===== src/rtl/cpuc_package.sv =====
// Shared CPUC definitions: datapath widths, the register-bank geometry, the
// write-arbiter state type and the enabled async-reset flop macro.

`ifndef CPUC_DFF_EN
`define CPUC_DFF_EN(q, d, en, clk, rst) \
  always_ff @(posedge clk or posedge rst) \
    if (rst) q <= '0; \
    else if (en) q <= d;
`endif

package cpuc_package;

  localparam int DATA_WIDTH       = 32;
  localparam int DEFAULT_NUM_REGS = 8;
  localparam int REG_ADDR_W       = $clog2(DEFAULT_NUM_REGS);

  typedef enum logic [1:0] {
    RWA_IDLE,
    RWA_CLEAR,
    RWA_DONE
  } t_rwa_state;

endpackage


===== src/rtl/cpuc_rr_arbiter.sv =====
// Round-robin arbiter: grants the first active request at or after the
// pointer (wrapping) and moves the pointer just past the winner.

module cpuc_rr_arbiter #(
  parameter int NUM_REQ = 3
) (
  input  logic               clk,
  input  logic               rst,
  input  logic [NUM_REQ-1:0] req,
  input  logic               en,
  output logic [NUM_REQ-1:0] gnt
);

  localparam int PTR_W = $clog2(NUM_REQ);

  logic [PTR_W-1:0] ptr;
  logic             found;
  int               gnt_idx;
  int               idx;

  // Search upward from the pointer with wrap; the first active request wins.
  always_comb begin
    gnt     = '0;
    found   = 1'b0;
    gnt_idx = 0;
    idx     = 0;
    for (int k = 0; k < NUM_REQ; k++) begin
      idx = int'(ptr) + k;
      if (idx >= NUM_REQ) idx = idx - NUM_REQ;
      if (en && !found && req[idx]) begin
        gnt[idx] = 1'b1;
        gnt_idx  = idx;
        found    = 1'b1;
      end
    end
  end

  // A grant is always a handshake (gnt only follows req), so advance on any grant.
  always_ff @(posedge clk or posedge rst) begin
    if (rst) begin
      ptr <= '0;
    end else if (found) begin
      ptr <= (gnt_idx == NUM_REQ - 1) ? '0 : PTR_W'(gnt_idx + 1);
    end
  end

endmodule


===== src/rtl/cpuc_reg_write_arbiter.sv =====
// Register bank with a single shared write port: round-robin arbitration
// among requesters, a sequenced whole-bank clear and a combinational read port.

module cpuc_reg_write_arbiter
  import cpuc_package::*;
#(
  parameter int NUM_REQ  = 3,
  parameter int NUM_REGS = DEFAULT_NUM_REGS
) (
  input  logic                                clk,
  input  logic                                rst,
  input  logic [NUM_REQ-1:0]                  req_valid,
  input  logic [NUM_REQ-1:0][REG_ADDR_W-1:0]  req_addr,
  input  logic [NUM_REQ-1:0][DATA_WIDTH-1:0]  req_data,
  output logic [NUM_REQ-1:0]                  req_ready,
  input  logic                                clear_start,
  output logic                                clear_busy,
  output logic                                clear_done,
  input  logic [REG_ADDR_W-1:0]               rd_addr,
  output logic [DATA_WIDTH-1:0]               rd_data
);

  t_rwa_state              state;
  t_rwa_state              state_next;
  logic [REG_ADDR_W-1:0]   clr_cnt;
  logic [REG_ADDR_W-1:0]   clr_cnt_next;
  logic                    arb_en;
  logic                    clr_we;
  logic [NUM_REQ-1:0]      gnt;
  logic                    wr_en;
  logic [REG_ADDR_W-1:0]   wr_addr;
  logic [DATA_WIDTH-1:0]   wr_data;
  logic [DATA_WIDTH-1:0]   bank [NUM_REGS];

  cpuc_rr_arbiter #(
    .NUM_REQ (NUM_REQ)
  ) u_arb (
    .clk (clk),
    .rst (rst),
    .req (req_valid),
    .en  (arb_en),
    .gnt (gnt)
  );

  assign req_ready = gnt;

  // FSM state and clear counter registers.
  always_ff @(posedge clk or posedge rst) begin
    if (rst) begin
      state   <= RWA_IDLE;
      clr_cnt <= '0;
    end else begin
      state   <= state_next;
      clr_cnt <= clr_cnt_next;
    end
  end

  // Next state and status: clear_start wins over requesters in IDLE; the
  // arbiter is held off during reset so no grant is shown while rst is high.
  always_comb begin
    state_next   = state;
    clr_cnt_next = clr_cnt;
    arb_en       = 1'b0;
    clr_we       = 1'b0;
    clear_busy   = 1'b0;
    clear_done   = 1'b0;
    case (state)
      RWA_IDLE: begin
        if (clear_start) begin
          state_next   = RWA_CLEAR;
          clr_cnt_next = '0;
        end else begin
          arb_en = !rst;
        end
      end
      RWA_CLEAR: begin
        clear_busy   = 1'b1;
        clr_we       = 1'b1;
        clr_cnt_next = clr_cnt + REG_ADDR_W'(1);
        if (clr_cnt == REG_ADDR_W'(NUM_REGS - 1)) begin
          state_next = RWA_DONE;
        end
      end
      RWA_DONE: begin
        clear_done = 1'b1;
        state_next = RWA_IDLE;
      end
      default: begin
        state_next = RWA_IDLE;
      end
    endcase
  end

  // Single write port: the granted requester, or the clear sweep writing zero.
  always_comb begin
    wr_en   = 1'b0;
    wr_addr = '0;
    wr_data = '0;
    for (int i = 0; i < NUM_REQ; i++) begin
      if (gnt[i]) begin
        wr_en   = 1'b1;
        wr_addr = req_addr[i];
        wr_data = req_data[i];
      end
    end
    if (clr_we) begin
      wr_en   = 1'b1;
      wr_addr = clr_cnt;
      wr_data = '0;
    end
  end

  for (genvar r = 0; r < NUM_REGS; r++) begin : g_bank
    logic [DATA_WIDTH-1:0] q;
    // One enabled async-reset storage flop per register.
    `CPUC_DFF_EN(q, wr_data, (wr_en && (wr_addr == REG_ADDR_W'(r))), clk, rst)
    assign bank[r] = q;
  end

  assign rd_data = bank[rd_addr];

endmodule


===== config.mk =====
export PLATFORM = sky130hd
export DESIGN_NAME = cpuc_reg_write_arbiter
export DESIGN_NICKNAME = d
export VERILOG_FILES = /design/src/rtl/cpuc_package.sv /design/src/rtl/cpuc_rr_arbiter.sv /design/src/rtl/cpuc_reg_write_arbiter.sv
export SDC_FILE = /design/constraint.sdc
export NUM_CORES = 1
export LEC_CHECK = 0
export BUFFER_PORTS_ARGS = -buffer_cell sky130_fd_sc_hd__buf_4
export CORE_MARGIN = 2
export CORE_UTILIZATION = 59
export DETAILED_ROUTE_END_ITERATION = 10
export PLACE_DENSITY = 0.86
export RECOVER_POWER = 100
export SYNTH_ARGS = -nofsm -noshare
export SYNTH_HDL_FRONTEND = slang
export SYNTH_SLANG_ARGS = --single-unit

===== constraint.sdc =====
create_clock -name clk -period 10.5 [get_ports clk]
set_input_delay 0.525 -clock clk [delete_from_list [all_inputs] [get_ports clk]]
set_output_delay 0.525 -clock clk [all_outputs]
set_load 0.1 [all_outputs]

==> results of run 1 <==
## where the power goes
group | switching [mW] | internal (mW) | total (mW)
sequential | 0.195 | 1.38 | 1.57
combinational | 0.982 | 0.722 | 1.70
clock | 0.399 | 0.589 | 0.988
## cells by family after synthesis
| group | count (synthesis) |
|---|---|
| mux | 355 |
| flops | 263 |
| simple gates | 112 |
| compound gates | 70 |
| buf+inv | 70 |
| fa+ha+maj | 9 |
## per-layer routing
layer,track usage [%],share of wire (%)
met5,0,0
met4,6.305,1.5
met3,3.544,4.7
met2,44.01,51
met1,34.98,43
## path summary, 6_finish.rpt
check | startpoint | to | slack [ns]
min in group asynchronous | rst | state[1]$_DFFE_PP0P_ | 1.58
setup / recovery | u_arb.ptr[1]$_DFFE_PP0P_ | g_bank[0].q[29]$_DFFE_PP0P_ | 3.26
hold reg to reg | g_bank[3].q[4]$_DFFE_PP0P_ | g_bank[3].q[4]$_DFFE_PP0P_ | 0.49
setup reg to reg | u_arb.ptr[1]$_DFFE_PP0P_ | g_bank[0].q[29]$_DFFE_PP0P_ | 3.26
max in group asynchronous | rst | g_bank[1].q[16]$_DFFE_PP0P_ | 5.49
hold / removal | clear_start | clr_cnt[0]$_DFFE_PP0P_ | 0.39
## layout make-up
cell class | instances | share of cell area [%]
clock buffer | 35 | 5.119
clock inverter | 14 | 1.079
inverter | 10 | 0.2593
multi-input combinational | 546 | 40.13
sequential | 263 | 44.00
tap | 280 | 2.342
timing repair buffer | 162 | 7.077
## registers in the layout, indices dropped and copies added, names as in the netlist
name / cells
g_bank.q: 256
clr_cnt: 3
state: 2
u_arb.ptr: 2
## cell usage after synthesis, types with 3 or more instances
cell and instances:
clkbuf_1 22, and2_1 4, buf_4 3, a21oi_1 4, buf_6 5, nor2b_1 4, mux2_4 30, mux2_1 12
nand2_1 8, mux4_2 64, o21a_1 4, nand2b_1 7, a221oi_1 33, nor2_1 68, o21ai_0 3, mux2_2 247
buf_1 9, inv_1 9, dfrtp_1 263, nand3_1 6, ha_1 9, buf_2 21, o211ai_1 3
## per-stage QoR
step	util, %	instances	hold WS (ns)	instance area [um^2]	power, mW
3_5_place_dp	66.01	1261	0.4768	14360	3.370
2_1_floorplan	-	879	0.4524	13070	2.975
5_1_grt	68.75	1310	0.4245	14960	4.457
6_report	68.75	1310	0.3932	14960	4.265
4_1_cts	70.27	1310	0.1970	15290	4.376
3_3_place_gp	66.01	1261	0.4619	14360	3.300
## worst min-delay path, delay by kind of cell
kind | cells | cell delay, ns
AND/OR/NAND/NOR | 2 | 0.14
AO/OA/AOI/OAI | 1 | 0.11
buffers and inverters | 1 | 0.10
==> metrics, run 1 <==
Synth Area in Adders 0.8619%; post-synthesis xor/xnor area fraction 0%; drt drc 0; pre-CTS setup slack 6.015 ns; Data arrival, critical path 7.65 ns; first-pass GRT wire length 47,820 um; Storage cell area 6581 um^2; register area share after synthesis 50.37%; proportion of layout cells with a drive suffix above 1 a little under half; worst r2r path cells 10; area of the multi-input gates 6002 um^2; most common cell after layout, fill and taps aside dfrtp_1; top cell type by total area after synthesis dfrtp_1; Post-synth ARST share 100.0%; Crit-path slowest cell nor4_1; Clock Path Buffers 3; Die Y 152.8 um; Vias a little over 8,000; largest net degree at the start of global routing 120; CP Buf/Inv Count 2; Area Overhead vs Synth 14.49%; LEAKAGE 7.282 nW; CTS tree done; Netlist Area Pre-Place about 13,000 um^2; Req. time, crit path approximately 11 ns; share of the synthesized area in the top cell type 50.37%; clk_lat worst skew 0.52 ns; CP Launch Type flip-flop; final setup fails 0; leading post-synthesis cells by cell area dfrtp_1 50%, mux2_2 21%, mux4_2 11%; Post-CTS Resized 0; Synth Flop Type dfrtp_1; clock sinks 263; largest family of logic cells by synthesized area multiplexers; Post-layout nets 1,133; Post-CTS Repair Setup Buffers 0; antenna-violating nets left 0; initial drt markers 449; row count 54; outcome finished, violations left; clock slew at reported path FFs roughly 0.06 ns; failing checks max-capacitance violations, max-slew violations; Core ar. 21,760 um^2; Routed WL 29,760 um; H-tree levels 1; ant diodes 0; syn_nets between 1,000 and 1,500; post-synthesis compound-gate area fraction 4.903%; worst-path fanout max 34; Ports 151; critical path cell sequence inv_1, ha_1, a21oi_1, a22oi_1, a32o_1, and2_0, a2111oi_4, nor4_1, buf_4, mux2_2; WL per Instance ~23 um; RSZ-0062 raised after global routing no; WS Path Type flip-flop to flip-flop; GP Congestion 0.8242; die width 152.8 um; worst slew pin tran about 5.2 ns; crit end category flip-flop; setup_tns 0 ns; count of state elements after synthesis 263; Hold Vio Cnt, Final 0; CP top delay family simple AND/OR/NAND/NOR gates; vias in the first global route between 8,000 and 9,000; hold_buf cts 0; mux contribution to synthesized area 36.96%; Final min period slightly above 7 ns; Die ar. approximately 23,000 um^2; Synth Instances 879; Fillers 1,555; simple-gate portion of the synthesized area 4.319%; hold depth 4; CTS buffer count 27; critical path depth 10; vias per cell about 6.3; gr usage total 25.59%; crit-path max cell delay 2.21 ns; Max Slew Vio Count 464; Port Buf Inserts 150; Worst VDD drop about 0.21 mV; most frequent cells in the layout 263 x dfrtp_1, 245 x mux2_2, 120 x buf_4; Power Dens Cells about 290 nW/um^2; Max-cap violations 11; f_max 0.1381 GHz; setup slack after layout 3.256 ns; Initial Util 60.05%; Syn. warnings 0; Period Utilization, post-route 68.99%; Cell variety after synth 54; Slew headroom -248.7%; global route overflow 0; Pre-antenna DRT Iters 4; initial antenna violation count 0; Syn Area/Cell 14.86 um^2; clock skew 0.006758 ns; dpl hpwl between 15,000 and 20,000 um; Min-Delay Path Class input pin to flip-flop; EDFF count, synth 0; CTS root buffer clkbuf_16
Note: power is estimated with default switching activity, not from simulation.
==> inputs of run 2 (changes only) <==
Clock period 10.5 ns to 7.4 ns, I/O delays scaled along.
==> metrics, run 2 (synthesis results as in run 1) <==
outcome finished, violations left; failing checks max-capacitance violations, max-slew violations; initial antenna violation count 0 (unchanged); DP Area 14,360 um^2 (about the same); Fillers 1,544 (-0.71%); CTS root buffer clkbuf_16; worst slew pin tran 4.453 ns (-0.7482 ns); Max Slew Vio Count 285 (-39%); Post-CTS Resized 0 (unchanged); crit-path max cell delay 1.72 ns (-0.49 ns); crit end category flip-flop; Slew headroom -196.9% (+52 points); Req. time, crit path 7.81 ns (-3.09 ns); reg2reg start u_arb.ptr[1]$_DFFE_PP0P_; f_max 0.1732 GHz (+25%); die width 152.8 um (unchanged); Period Utilization, post-route 78.03% (+9.0 points); pre-CTS setup slack 2.497 ns (-3.518 ns); Vias 8,195 (-0.061%); Routed WL 29,240 um (-1.7%); CTS buffer count 27 (unchanged); final setup fails 0 (unchanged); Die Y 152.8 um (unchanged); Data arrival, critical path 6.18 ns (-1.47 ns); global route overflow 0 (unchanged); proportion of layout cells with a drive suffix above 1 48.00% (+0.82 points); H-tree levels 1 (unchanged); Crit-path slowest cell and2_0; worst hold slack 0.2221 ns (-0.1712 ns); clock sinks 263 (unchanged); RSZ-0062 raised after global routing no; vias per cell 6.270 (+0.17%); critical path cell sequence inv_1, ha_1, a21oi_1, a22oi_1, a32o_1, and2_0, a2111oi_4, nor4b_1, clkbuf_2, mux2_2; setup_tns 0 ns (unchanged); gr usage total 25.76% (+0.17 points); WS Path Type flip-flop to flip-flop; worst r2r path cells 10 (unchanged); initial drt markers 552 (+23%); antenna-violating nets left 0 (unchanged); row count 54 (unchanged); WL per Instance 22.37 um (-1.5%); dpl hpwl 17,760 um (+3.4%); CP Launch Type flip-flop; Core ar. 21,760 um^2 (unchanged); Ports 151 (unchanged); GP Congestion 0.8257 (+0.18%); vias in the first global route 8,949 (+1.6%); Die ar. 23,350 um^2 (unchanged); max reg flops 256 (unchanged); Max-cap violations 3 (-8); Worst Hold Launch clear_start; Post-CTS Repair Setup Buffers 0 (unchanged); Storage cell area 6581 um^2 (unchanged); Min-Delay Path Class input pin to flip-flop; hold_buf cts 0 (unchanged); Pre-antenna DRT Iters 5 (+1); area of the multi-input gates 6037 um^2 (+0.58%); largest register by flop count g_bank.q; Setup crit start u_arb.ptr[1]$_DFFE_PP0P_; Area Overhead vs Synth 14.48% (about the same); clock skew 0.02175 ns (+0.01500 ns); clk_lat worst skew 0.54 ns (+0.02 ns); Post-layout nets 1,132 (-0.088%); clock slew at reported path FFs 0.06 ns (about the same); first-pass GRT wire length 48,400 um (+1.2%); Port Buf Inserts 150 (unchanged); Power Dens Cells 400.3 nW/um^2 (+40%); largest net degree at the start of global routing 185 (+54%); Hold Vio Cnt, Final 0 (unchanged); LEAKAGE 7.277 nW (about the same); ant diodes 0 (unchanged); most frequent cells in the layout 263 x dfrtp_1, 246 x mux2_2, 122 x buf_4; hold depth 4 (unchanged); most common cell after layout, fill and taps aside dfrtp_1; worst-path fanout max 34 (unchanged); Initial Util 60.05% (unchanged); Final min period 5.774 ns (-1.469 ns); Clock Path Buffers 3 (unchanged); Final Cell Area 14,960 um^2 (about the same); CTS tree done; drt drc 0 (unchanged); largest registers g_bank.q: 256 flops, clr_cnt: 3 flops; setup slack after layout 1.626 ns (-1.631 ns); Worst VDD drop 0.2047 mV (-1.6%)
[run 2: changes by cell type in the layout (fill, tap and decap cells not counted), sizes merged]
cell | before | now
buf | 120 | 122
bufinv | 3 | 2
clkbuf | 77 | 78
clkinv | 8 | 3
clkinvlp | 3 | 2
inv | 10 | 11
[run 2: power by group]
group          switching (mW)  internal [mW]  leakage [nW]  total (mW)
Combinational            1.39           1.01          3.21        2.41
Sequential              0.269           1.95          3.64        2.22
Clock                   0.556          0.801         0.434        1.36
[run 2: layout make-up]
class	instances	area share (%)
Sequential cell	263	44.00
Multi-Input combinational cell	546	40.36
Timing Repair Buffer	161	7.127
Clock buffer	39	5.220
Tap cell	280	2.342
Clock inverter	8	0.6860
Inverter	10	0.2593
[run 2: layer usage]
layer | global-route usage [%] | share of wire (%) | vias up
li1 | - | - | 3564
met1 | 35.07 | 42 | 4309
met2 | 44.10 | 51 | 267
met3 | 4.083 | 5.7 | 55
met4 | 6.261 | 1.9 | 0
met5 | 0 | 0 | -
[run 2: metrics by stage]
step                util [%]  power [mW]  instances
floorplan                  -       4.222        879
global placement       66.01       4.679       1260
detailed placement     66.01       4.777       1260
CTS                    70.07       6.150       1307
global route           68.75       6.265       1307
finish                 68.75       5.987       1307
[run 2: final timing paths]
kind                            slack (ns)                          end
max in group asynchronous             2.97   g_bank[3].q[3]$_DFFE_PP0P_
worst max register to register        1.63  g_bank[2].q[14]$_DFFE_PP0P_
worst min-delay path                  0.22       clr_cnt[0]$_DFFE_PP0P_
min in group asynchronous             1.45         state[1]$_DFFE_PP0P_
worst min register to register        0.48   g_bank[2].q[3]$_DFFE_PP0P_
worst max-delay path                  1.63  g_bank[2].q[14]$_DFFE_PP0P_
[run 2: worst max-delay path, delay by kind of cell (launching register included)]
family,cells,cell delay (ns)
AO/OA/AOI/OAI,4,1.18
multiplexers,1,0.42
AND/OR/NAND/NOR,2,2.13
flip-flops,1,0.45
buffers and inverters,2,1.03
adder cells (fa/ha/maj),1,0.39
==> inputs of run 3 (changes only) <==
Settings changed: CORE_UTILIZATION 59 to 53, PLACE_DENSITY 0.86 to 0.82.
Clock period 7.4 ns to 5.2 ns, I/O delays scaled along.
==> metrics, run 3 (synthesis results as in run 1) <==
CTS buffer count 27 (unchanged); most common cell after layout, fill and taps aside dfrtp_1; Top cell by count, worst path mux2i_1; Ports 151 (unchanged); GP Congestion 0.8525 (+3.2%); Pre-antenna DRT Iters 4 (-1); worst slew pin tran 3.569 ns (-0.8849 ns); crit end category flip-flop; gr usage total 23.37% (-2.4 points); RSZ-0062 raised after global routing no; critical path cell sequence inv_1, ha_1, mux2i_1, mux2i_1, a211oi_1, o31ai_1, a31oi_2, nand3b_1, clkbuf_1, mux2_2; Post-CTS Repair Setup Buffers 0 (unchanged); setup slack after layout 0.6110 ns (-1.015 ns); Core ar. 24,250 um^2 (+11%); LEAKAGE 7.312 nW (+0.49%); largest net degree at the start of global routing 137 (-26%); Req. time, crit path 5.61 ns (-2.20 ns); dpl hpwl 18,170 um (+2.3%); Post-CTS Resized 0 (unchanged); clock sinks 263 (unchanged); Initial Util 53.88% (-6.2 points); Post-layout nets 1,139 (+0.62%); Data arrival, critical path 5.00 ns (-1.18 ns); CP Launch Type flip-flop; Area Overhead vs Synth 15.02%; clock slew at reported path FFs 0.06 ns (about the same); largest register by flop count g_bank.q; hold depth 4 (unchanged); CP top delay family compound AO/OA/AOI/OAI gates; max reg flops 256 (unchanged); final setup fails 0 (unchanged); f_max 0.2179 GHz (+26%); Clock Path Buffers 3 (unchanged); Port Buf Inserts 150 (unchanged); Min-Delay Path Class input pin to flip-flop; vias in the first global route 8,644 (-3.4%); setup_tns 0 ns (unchanged); Max Slew Vio Count 303 (+6.3%); row count 57 (+5.6%); pre-CTS setup slack 0.6907 ns (-1.806 ns); drt drc 0 (unchanged); clk_lat worst skew 0.53 ns (about the same); failing checks max-capacitance violations, max-slew violations; most frequent cells in the layout 263 x dfrtp_1, 245 x mux2_2, 119 x buf_4; Period Utilization, post-route 88.25% (+10 points); global route overflow 0 (unchanged); crit-path max cell delay 0.69 ns (-1.03 ns); ant diodes 0 (unchanged); Die Y 161.0 um (+5.4%); Routed WL 29,510 um (+0.92%); Worst VDD drop 0.3701 mV (+81%); Die ar. 25,920 um^2 (+11%); die width 161.0 um (+5.4%); Crit-path slowest cell clkbuf_1; Slew headroom -137.9% (+59 points); CTS root buffer clkbuf_16; CP Buf/Inv Count 2 (unchanged); vias per cell 5.956 (-5.0%); proportion of layout cells with a drive suffix above 1 48.17% (+0.16 points); H-tree levels 1 (unchanged); first-pass GRT wire length 47,850 um (-1.1%); largest registers g_bank.q: 256 flops, clr_cnt: 3 flops; CTS tree done; Max-cap violations 4 (+1); clock skew 0.01027 ns (-0.01148 ns); WS Path Type flip-flop to flip-flop; Hold Vio Cnt, Final 0 (unchanged); Final min period 4.589 ns (-1.185 ns); worst r2r path cells 10 (unchanged); outcome finished, violations left; initial drt markers 412 (-25%); Vias 8,100 (-1.2%); critical path depth 10 (unchanged); worst-path fanout max 12 (-65%); WL per Instance 21.70 um (-3.0%); initial antenna violation count 0 (unchanged); antenna-violating nets left 0 (unchanged); Power Dens Cells 564.1 nW/um^2 (+41%)
[run 3: report_power, final]
part	internal, mW	total [mW]	switching, mW
clock	1.11	1.90	0.786
combinational	1.45	3.43	1.98
sequential	2.78	3.15	0.371
[run 3: worst reg2reg max path: stages, from the launching register on]
cell and delay [ns]:
dfrtp_1 0.46, inv_1 0.13, ha_1 0.41, mux2i_1 0.35
mux2i_1 0.13, a211oi_1 0.57, o31ai_1 0.19, a31oi_2 0.43
nand3b_1 0.68, clkbuf_1 0.70, mux2_2 0.42
[run 3: path summary, 6_finish.rpt]
| path | startpoint | end | slack, ns |
|---|---|---|---|
| max | u_arb.ptr[1]$_DFFE_PP0P_ | g_bank[6].q[13]$_DFFE_PP0P_ | 0.61 |
| min | clear_start | clr_cnt[0]$_DFFE_PP0P_ | 0.12 |
| max reg2reg | u_arb.ptr[1]$_DFFE_PP0P_ | g_bank[6].q[13]$_DFFE_PP0P_ | 0.61 |
| min reg2reg | g_bank[2].q[1]$_DFFE_PP0P_ | g_bank[2].q[1]$_DFFE_PP0P_ | 0.49 |
| max in group asynchronous | rst | g_bank[6].q[15]$_DFFE_PP0P_ | 1.19 |
| min in group asynchronous | rst | clr_cnt[0]$_DFFE_PP0P_ | 0.31 |
[run 3: cell type report]
type / instances / area [um^2]
clock buffer: 35 / 745.7
clock inverter: 14 / 130.1
fill: 1835 / 9221
inverter: 10 / 38.79
multi-input combinational: 546 / 6015
sequential: 263 / 6581
tap: 324 / 405.4
timing repair buffer: 168 / 1111
[run 3: routing by layer]
metal	track usage [%]	part of all wire, %
met2	39.37	50
met5	0	0
met3	3.749	5.0
met1	32.30	43
met4	5.601	1.9
[run 3: through the flow]
step | std cells | total power, mW | cell area, um^2 | hold slack [ns] | util (%)
after floorplan | 879 | 6.008 | 13070 | 0.4524 | -
after global placement | 1310 | 6.711 | 14490 | 0.2352 | 59.74
after detailed placement | 1310 | 6.837 | 14490 | 0.2392 | 59.74
after CTS | 1360 | 8.764 | 15370 | 0.09952 | 63.40
after global routing | 1360 | 8.904 | 15030 | 0.1390 | 61.97
final | 1360 | 8.477 | 15030 | 0.1179 | 61.97
[run 3: repair_timing]
item	in CTS	in global routing
hold buffers	1	0
hold endpoints to repair	7	0
setup endpoints to repair	0	0
